### src/rtl/arb_pkg.sv
// Shared types and helpers for the round-robin arbiter: FSM states, the
// invalid-select convention and a one-hot to index decoder.
package arb_pkg;

  typedef enum logic {
    IDLE  = 1'b0,
    GRANT = 1'b1
  } arb_state_e;

  // Widest request vector the decoder helper accepts.
  localparam int ONEHOT_MAX_W = 64;

  // The encoded select uses the requester count itself as "no grant".
  function automatic int invalid_sel(input int n);
    return n;
  endfunction

  // Returns the index of the single set bit, or n when vec is zero or has
  // more than one bit set within its low n bits.
  function automatic int onehot_to_idx(input logic [ONEHOT_MAX_W-1:0] vec,
                                       input int n);
    int idx;
    int cnt;
    idx = invalid_sel(n);
    cnt = 0;
    for (int i = 0; i < ONEHOT_MAX_W; i++) begin
      if ((i < n) && vec[i]) begin
        cnt = cnt + 1;
        idx = i;
      end
    end
    if (cnt != 1) idx = invalid_sel(n);
    return idx;
  endfunction

endpackage

### src/rtl/rr_priority_pick.sv
// Combinational rotating-priority picker: first set bit of cand at or above
// ptr, falling back to the first set bit overall when nothing is above ptr.
module rr_priority_pick #(
  parameter int N_REQ = 8,
  parameter int PTR_W = $clog2(N_REQ)
) (
  input  logic [N_REQ-1:0] cand,
  input  logic [PTR_W-1:0] ptr,
  output logic [N_REQ-1:0] win_onehot,
  output logic             win_valid
);

  logic [N_REQ-1:0] mask;
  logic [N_REQ-1:0] masked;
  logic [N_REQ-1:0] masked_first;
  logic [N_REQ-1:0] cand_first;

  always_comb begin
    mask = '0;
    for (int i = 0; i < N_REQ; i++) begin
      mask[i] = (PTR_W'(i) >= ptr);
    end
  end

  assign masked = cand & mask;

  // x & -x isolates the lowest set bit.
  assign masked_first = masked & (~masked + N_REQ'(1));
  assign cand_first   = cand & (~cand + N_REQ'(1));

  assign win_onehot = (masked != '0) ? masked_first : cand_first;
  assign win_valid  = (cand != '0);

endmodule

### src/rtl/rr_arbiter_param.sv
// Parametrised round-robin arbiter with optional grant hold, owner release
// via done or dropped request, and a fairness timeout on long holds.
module rr_arbiter_param
  import arb_pkg::*;
#(
  parameter int N_REQ    = 8,
  parameter int SEL_W    = $clog2(N_REQ + 1),
  parameter int HOLD_EN  = 1,
  parameter int MAX_HOLD = 16
) (
  input  logic                          clk,
  input  logic                          rst,
  input  logic                          enable,
  input  logic [N_REQ-1:0]              req,
  input  logic                          done,
  output logic [N_REQ-1:0]              gnt,
  output logic                          gnt_valid,
  output logic [SEL_W-1:0]              gnt_sel,
  output logic [$clog2(MAX_HOLD+1)-1:0] hold_cnt
);

  localparam int PTR_W = $clog2(N_REQ);
  localparam int HC_W  = $clog2(MAX_HOLD + 1);

  arb_state_e       state_q, state_d;
  logic [N_REQ-1:0] gnt_q, gnt_d;
  logic [PTR_W-1:0] ptr_q, ptr_d;
  logic [HC_W-1:0]  hold_q, hold_d;

  logic             hold_mode;
  logic             owner_req;
  logic             timeout;
  logic             release_now;
  int               owner_idx;
  logic [PTR_W-1:0] ptr_after_owner;
  logic [N_REQ-1:0] pick_cand;
  logic [PTR_W-1:0] pick_ptr;
  logic [N_REQ-1:0] pick_win;
  logic             pick_valid;

  assign hold_mode = (HOLD_EN != 0);
  assign owner_req = |(req & gnt_q);
  assign timeout   = hold_mode && (hold_q == HC_W'(MAX_HOLD - 1));

  // Without hold every enabled grant cycle is a release point.
  assign release_now = !hold_mode || done || !owner_req || timeout;

  assign owner_idx       = onehot_to_idx(ONEHOT_MAX_W'(gnt_q), N_REQ);
  assign ptr_after_owner = (owner_idx >= N_REQ - 1) ? '0 : PTR_W'(owner_idx + 1);

  // In GRANT the picker sees the post-release pointer and excludes the owner,
  // so a handover to a waiting requester happens without an idle cycle.
  assign pick_cand = (state_q == GRANT) ? (req & ~gnt_q) : req;
  assign pick_ptr  = (state_q == GRANT) ? ptr_after_owner : ptr_q;

  rr_priority_pick #(
    .N_REQ (N_REQ),
    .PTR_W (PTR_W)
  ) u_pick (
    .cand       (pick_cand),
    .ptr        (pick_ptr),
    .win_onehot (pick_win),
    .win_valid  (pick_valid)
  );

  always_ff @(posedge clk) begin
    if (rst) begin
      state_q <= IDLE;
      gnt_q   <= '0;
      ptr_q   <= '0;
      hold_q  <= '0;
    end else begin
      state_q <= state_d;
      gnt_q   <= gnt_d;
      ptr_q   <= ptr_d;
      hold_q  <= hold_d;
    end
  end

  always_comb begin
    state_d = state_q;
    gnt_d   = gnt_q;
    ptr_d   = ptr_q;
    hold_d  = hold_q;
    if (enable) begin
      case (state_q)
        IDLE: begin
          if (pick_valid) begin
            gnt_d   = pick_win;
            hold_d  = '0;
            state_d = GRANT;
          end
        end
        GRANT: begin
          if (release_now) begin
            ptr_d  = ptr_after_owner;
            hold_d = '0;
            if (pick_valid) begin
              gnt_d = pick_win;
            end else begin
              gnt_d   = '0;
              state_d = IDLE;
            end
          end else begin
            hold_d = hold_q + HC_W'(1);
          end
        end
        default: begin
          state_d = IDLE;
          gnt_d   = '0;
        end
      endcase
    end
  end

  always_comb begin
    gnt       = gnt_q;
    hold_cnt  = hold_q;
    gnt_valid = (gnt_q != '0);
    gnt_sel   = SEL_W'(onehot_to_idx(ONEHOT_MAX_W'(gnt_q), N_REQ));
  end

endmodule

### config.mk
export PLATFORM = sky130hd
export DESIGN_NAME = rr_arbiter_param
export DESIGN_NICKNAME = d
export VERILOG_FILES = /design/src/rtl/arb_pkg.sv /design/src/rtl/rr_priority_pick.sv /design/src/rtl/rr_arbiter_param.sv
export SDC_FILE = /design/constraint.sdc
export NUM_CORES = 1
export LEC_CHECK = 0
export BUFFER_PORTS_ARGS = -buffer_cell sky130_fd_sc_hd__clkbuf_2
export CAP_MARGIN = 10
export CORE_ASPECT_RATIO = 0.75
export CORE_UTILIZATION = 51
export CTS_CLUSTER_DIAMETER = 80
export DETAILED_ROUTE_END_ITERATION = 7
export GPL_TIMING_DRIVEN = 0
export HOLD_SLACK_MARGIN = 0.12
export PLACE_DENSITY = 0.77
export RECOVER_POWER = 100
export SLEW_MARGIN = 0
export SYNTH_ARGS = -nofsm -noshare
export SYNTH_HDL_FRONTEND = slang
export SYNTH_HIERARCHICAL = 1
export SYNTH_SLANG_ARGS = --single-unit
### constraint.sdc
create_clock -name clk -period 5.25 [get_ports clk]
set_clock_uncertainty 0.05 [all_clocks]
set_input_delay 1.05 -clock clk [delete_from_list [all_inputs] [get_ports clk]]
set_output_delay 1.05 -clock clk [all_outputs]
set_load 0.02 [all_outputs]
==> reports/metrics.csv <==
stage,metric,value,unit
sta,Final Hold Vio Count,0,
sta,setup ws final,-0.534,ns
critical_path,critical path type,flop to flop,
power,Worst IR Drop VDD,99.4,µV
detailed_routing,Routed Antenna Nets,0,
synthesis,share of the synthesized area in the top cell type,19.0,%
cells_and_area,fin cells,326,
global_route,GRT Util Overall,31.9,%
placement,Final HPWL DP,3.69,mm
critical_path,crit-path max cell delay,0.39,ns
synthesis,dominant synthesized flop cell,dfxtp_1,
critical_path,CP Buf/Inv Count,6,
power,Comb pwr share,40.8,%
floorplan,initial core utilization,53.8,%
clocking,Clock Latency Late Sink,0.25,ns
global_route,first-pass GRT wire length,9.11,mm
synthesis,post-synthesis average cell area,8.11,µm²
sta,fmax,0.173,GHz
critical_path,"Arr. time, crit path",5.88,ns
status,failing checks,"design-rule violations, negative setup slack",
detailed_routing,routed len/inst,17.9,µm
floorplan,# rows,18,
global_route,global route overflow,0,
placement,port bufs,29,
sta,setup TNS,-5.12,ns
critical_path,worst-path fanout max,6,
synthesis,Syn. warnings,6,
clocking,hold-fix buffer count after cts,0,
detailed_routing,DRT Pass-1 Iters,6,
clocking,clk root buf,clkbuf_8,
cells_and_area,area delta synth->final,49.1,%
sta,max-slew violation count,0,
power,switching portion of total power,35.7,%
clocking,clock sinks,17,
power,sequential fraction of design power,33.6,%
critical_path,crit-path leading delay family,simple AND/OR/NAND/NOR gates,
floorplan,die height,53.4,µm
synthesis,largest cells by area after synthesis,"dfxtp_1 (19%), ha_1 (7.7%), nor2_1 (5.0%)",
synthesis,Synth Cell Area,1790,µm²
synthesis,"EDFF count, synth",0,
floorplan,IO Pins,30,
job,max_cap viols,0,
clocking,clock buffer depth,2,
synthesis,Yosys top cell by area,dfxtp_1,
floorplan,core area,3330,µm²
clocking,CTS tree,yes,
sta,Slew @ Worst Pin,0.816,ns
sta,Final period util,110,%
placement,Inst Count DP,290,
sta,Final Setup Violations,12,
clocking,CTS Buf Count,3,
global_route,initial antenna violation count,0,
cells_and_area,ant diodes,0,
synthesis,sequential area share after synthesis,19.0,%
power,Leakage Power,1.03,nW
synthesis,asr flop ratio synth,0,%
power,Int Pwr,0.000259,W
detailed_routing,DRC violations left,2,
power,Psw,0.000144,W
cells_and_area,Nets,310,
power,Clk network pwr share,25.6,%
critical_path,"Slowest-stage cell, CP",dfxtp_4,
sta,Period minus WS final,5.78,ns
synthesis,Gate Count Post-Synth,221,
status,outcome,"complete, but fails checks",
floorplan,Die X,70.5,µm
global_route,vias in the first global route,1882,
hold_path,min-delay worst type,flop to flop,
clocking,H-tree depth,1,
critical_path,Critical Path Sink Type,flop,
detailed_routing,Vias,1991,
global_route,largest net degree at the start of global routing,11,
clocking,"CTS clk-pin slew, worst paths",0.07,ns
power,PwrDens,151,nW/µm²
critical_path,CP required,5.35,ns
synthesis,Syn Nets,244,
detailed_routing,Vias/cell,6.11,
cells_and_area,share of layout cells above drive strength 1,43.7,%
synthesis,#FFs+latches synth,17,
critical_path,startpoint types,flop,
placement,GP Congestion,0.813,
floorplan,total die area,3760,µm²
detailed_routing,Routed Wire Length,5.84,mm
synthesis,Yosys cell types,65,
sta,Slew HR,45.1,%
critical_path,"most used cell, CP",ha_4,
sta,RSZ-0062 raised after global routing,true,
detailed_routing,Iteration-0 DRC Markers,113,
-- flip-flops by register name, summed over array words and instances (netlist names) --
register,flops
gnt,8
hold_cnt,5
ptr_q,3
state_q,1
-- timing repair --
item                                    4_1_cts  5_1_grt
gates resized for setup                      30       15
pin swaps                                    19        8
setup buffers                                32        6
endpoints found under the setup margin       12       13
-- cells in the mapped netlist (4+ instances only) --
cell / n
a21boi_0: 8
xnor2_1: 7
clkbuf_1: 5
o22ai_1: 6
nand3_1: 5
a22o_1: 8
xor2_1: 6
nand4_1: 6
nand2_1: 13
nor2b_1: 5
dfxtp_1: 17
nor2_1: 24
ha_1: 11
nand2b_1: 4
inv_1: 16
a21oi_1: 6
and3_1: 7
-- worst min-delay path: stages (launching register included) --
cell     delay (ns)
dfxtp_1        0.31
inv_1          0.07
o32ai_2        0.09
-- layout by cell type (no fill, tap or decap), types with 4 or more instances in the layout --
master / count
a21boi_0: 8
a21oi_1: 4
a22o_1: 8
and3_4: 5
buf_4: 31
buf_6: 6
clkbuf_1: 17
clkbuf_2: 15
clkbuf_8: 4
dfxtp_1: 14
ha_4: 8
inv_1: 12
nand2_1: 11
nand3_1: 5
nand4_1: 6
nor2_1: 20
xnor2_1: 7
xor2_1: 4
-- final timing paths --
check,depth (start not counted),slack [ns],startpoint,to
worst max-delay path,33,-0.53,gnt[1],gnt[5]
worst min-delay path,2,0.47,ptr_q[2],ptr_q[2]
worst max register to register,33,-0.53,gnt[1],gnt[5]
worst min register to register,2,0.47,ptr_q[2],ptr_q[2]
-- metrics by stage --
stage                     worst slack, ns  hold WS (ns)  area, µm²  total power (W)  utilization, %
after floorplan                    -0.295         0.388       2000         0.000230               -
after global placement             -0.553         0.408       2190         0.000255            65.8
after detailed placement           -0.666         0.423       2190         0.000257            65.8
after CTS                          -0.320         0.451       2650         0.000386            79.4
after global routing               -0.815         0.498       2670         0.000422            80.2
final                              -0.534         0.468       2670         0.000403            80.2
-- routing by layer --
metal	global-route usage, %	share of wire, %	wire (µm)	vias up
li1	-	-	-	943
met1	41.8	45	2650	952
met2	53.7	47	2720	88
met3	5.90	6.6	386	8
met4	9.52	1.4	79	0
met5	0	0	0	-
-- power groups by stage --
stage	sequential, W	combinational, W	clock [W]
final	0.000135	0.000164	0.000103
after global routing	0.000136	0.000176	0.000110
after CTS	0.000135	0.000148	0.000102
after detailed placement	0.000138	0.000119	0
after global placement	0.000138	0.000117	0
after floorplan	0.000141	0.0000889	0
-- cell type report --
cell class	count	area (µm²)
well taps	40	50.0
repair buffers	61	407
clock buffers	4	45.0
fillers	214	661
flip-flops and latches	17	349
inverters	16	67.6
multi-input cells	178	1690
plain buffers	10	62.6
-- logic make-up after synthesis --
| kind of cell | Yosys count | synth area share, % |
|---|---|---|
| AOI/OAI and AO/OA | 59 | 26.4 |
| xor gates and xnor gates | 16 | 10.5 |
| adders and majority gates | 11 | 7.68 |
| buffers and inverters | 26 | 6.63 |
| DFF | 17 | 19.0 |
| muxes | 1 | 0.558 |
| and+or+nand+nor | 91 | 29.2 |
Note: power is estimated with default switching activity, not from simulation.
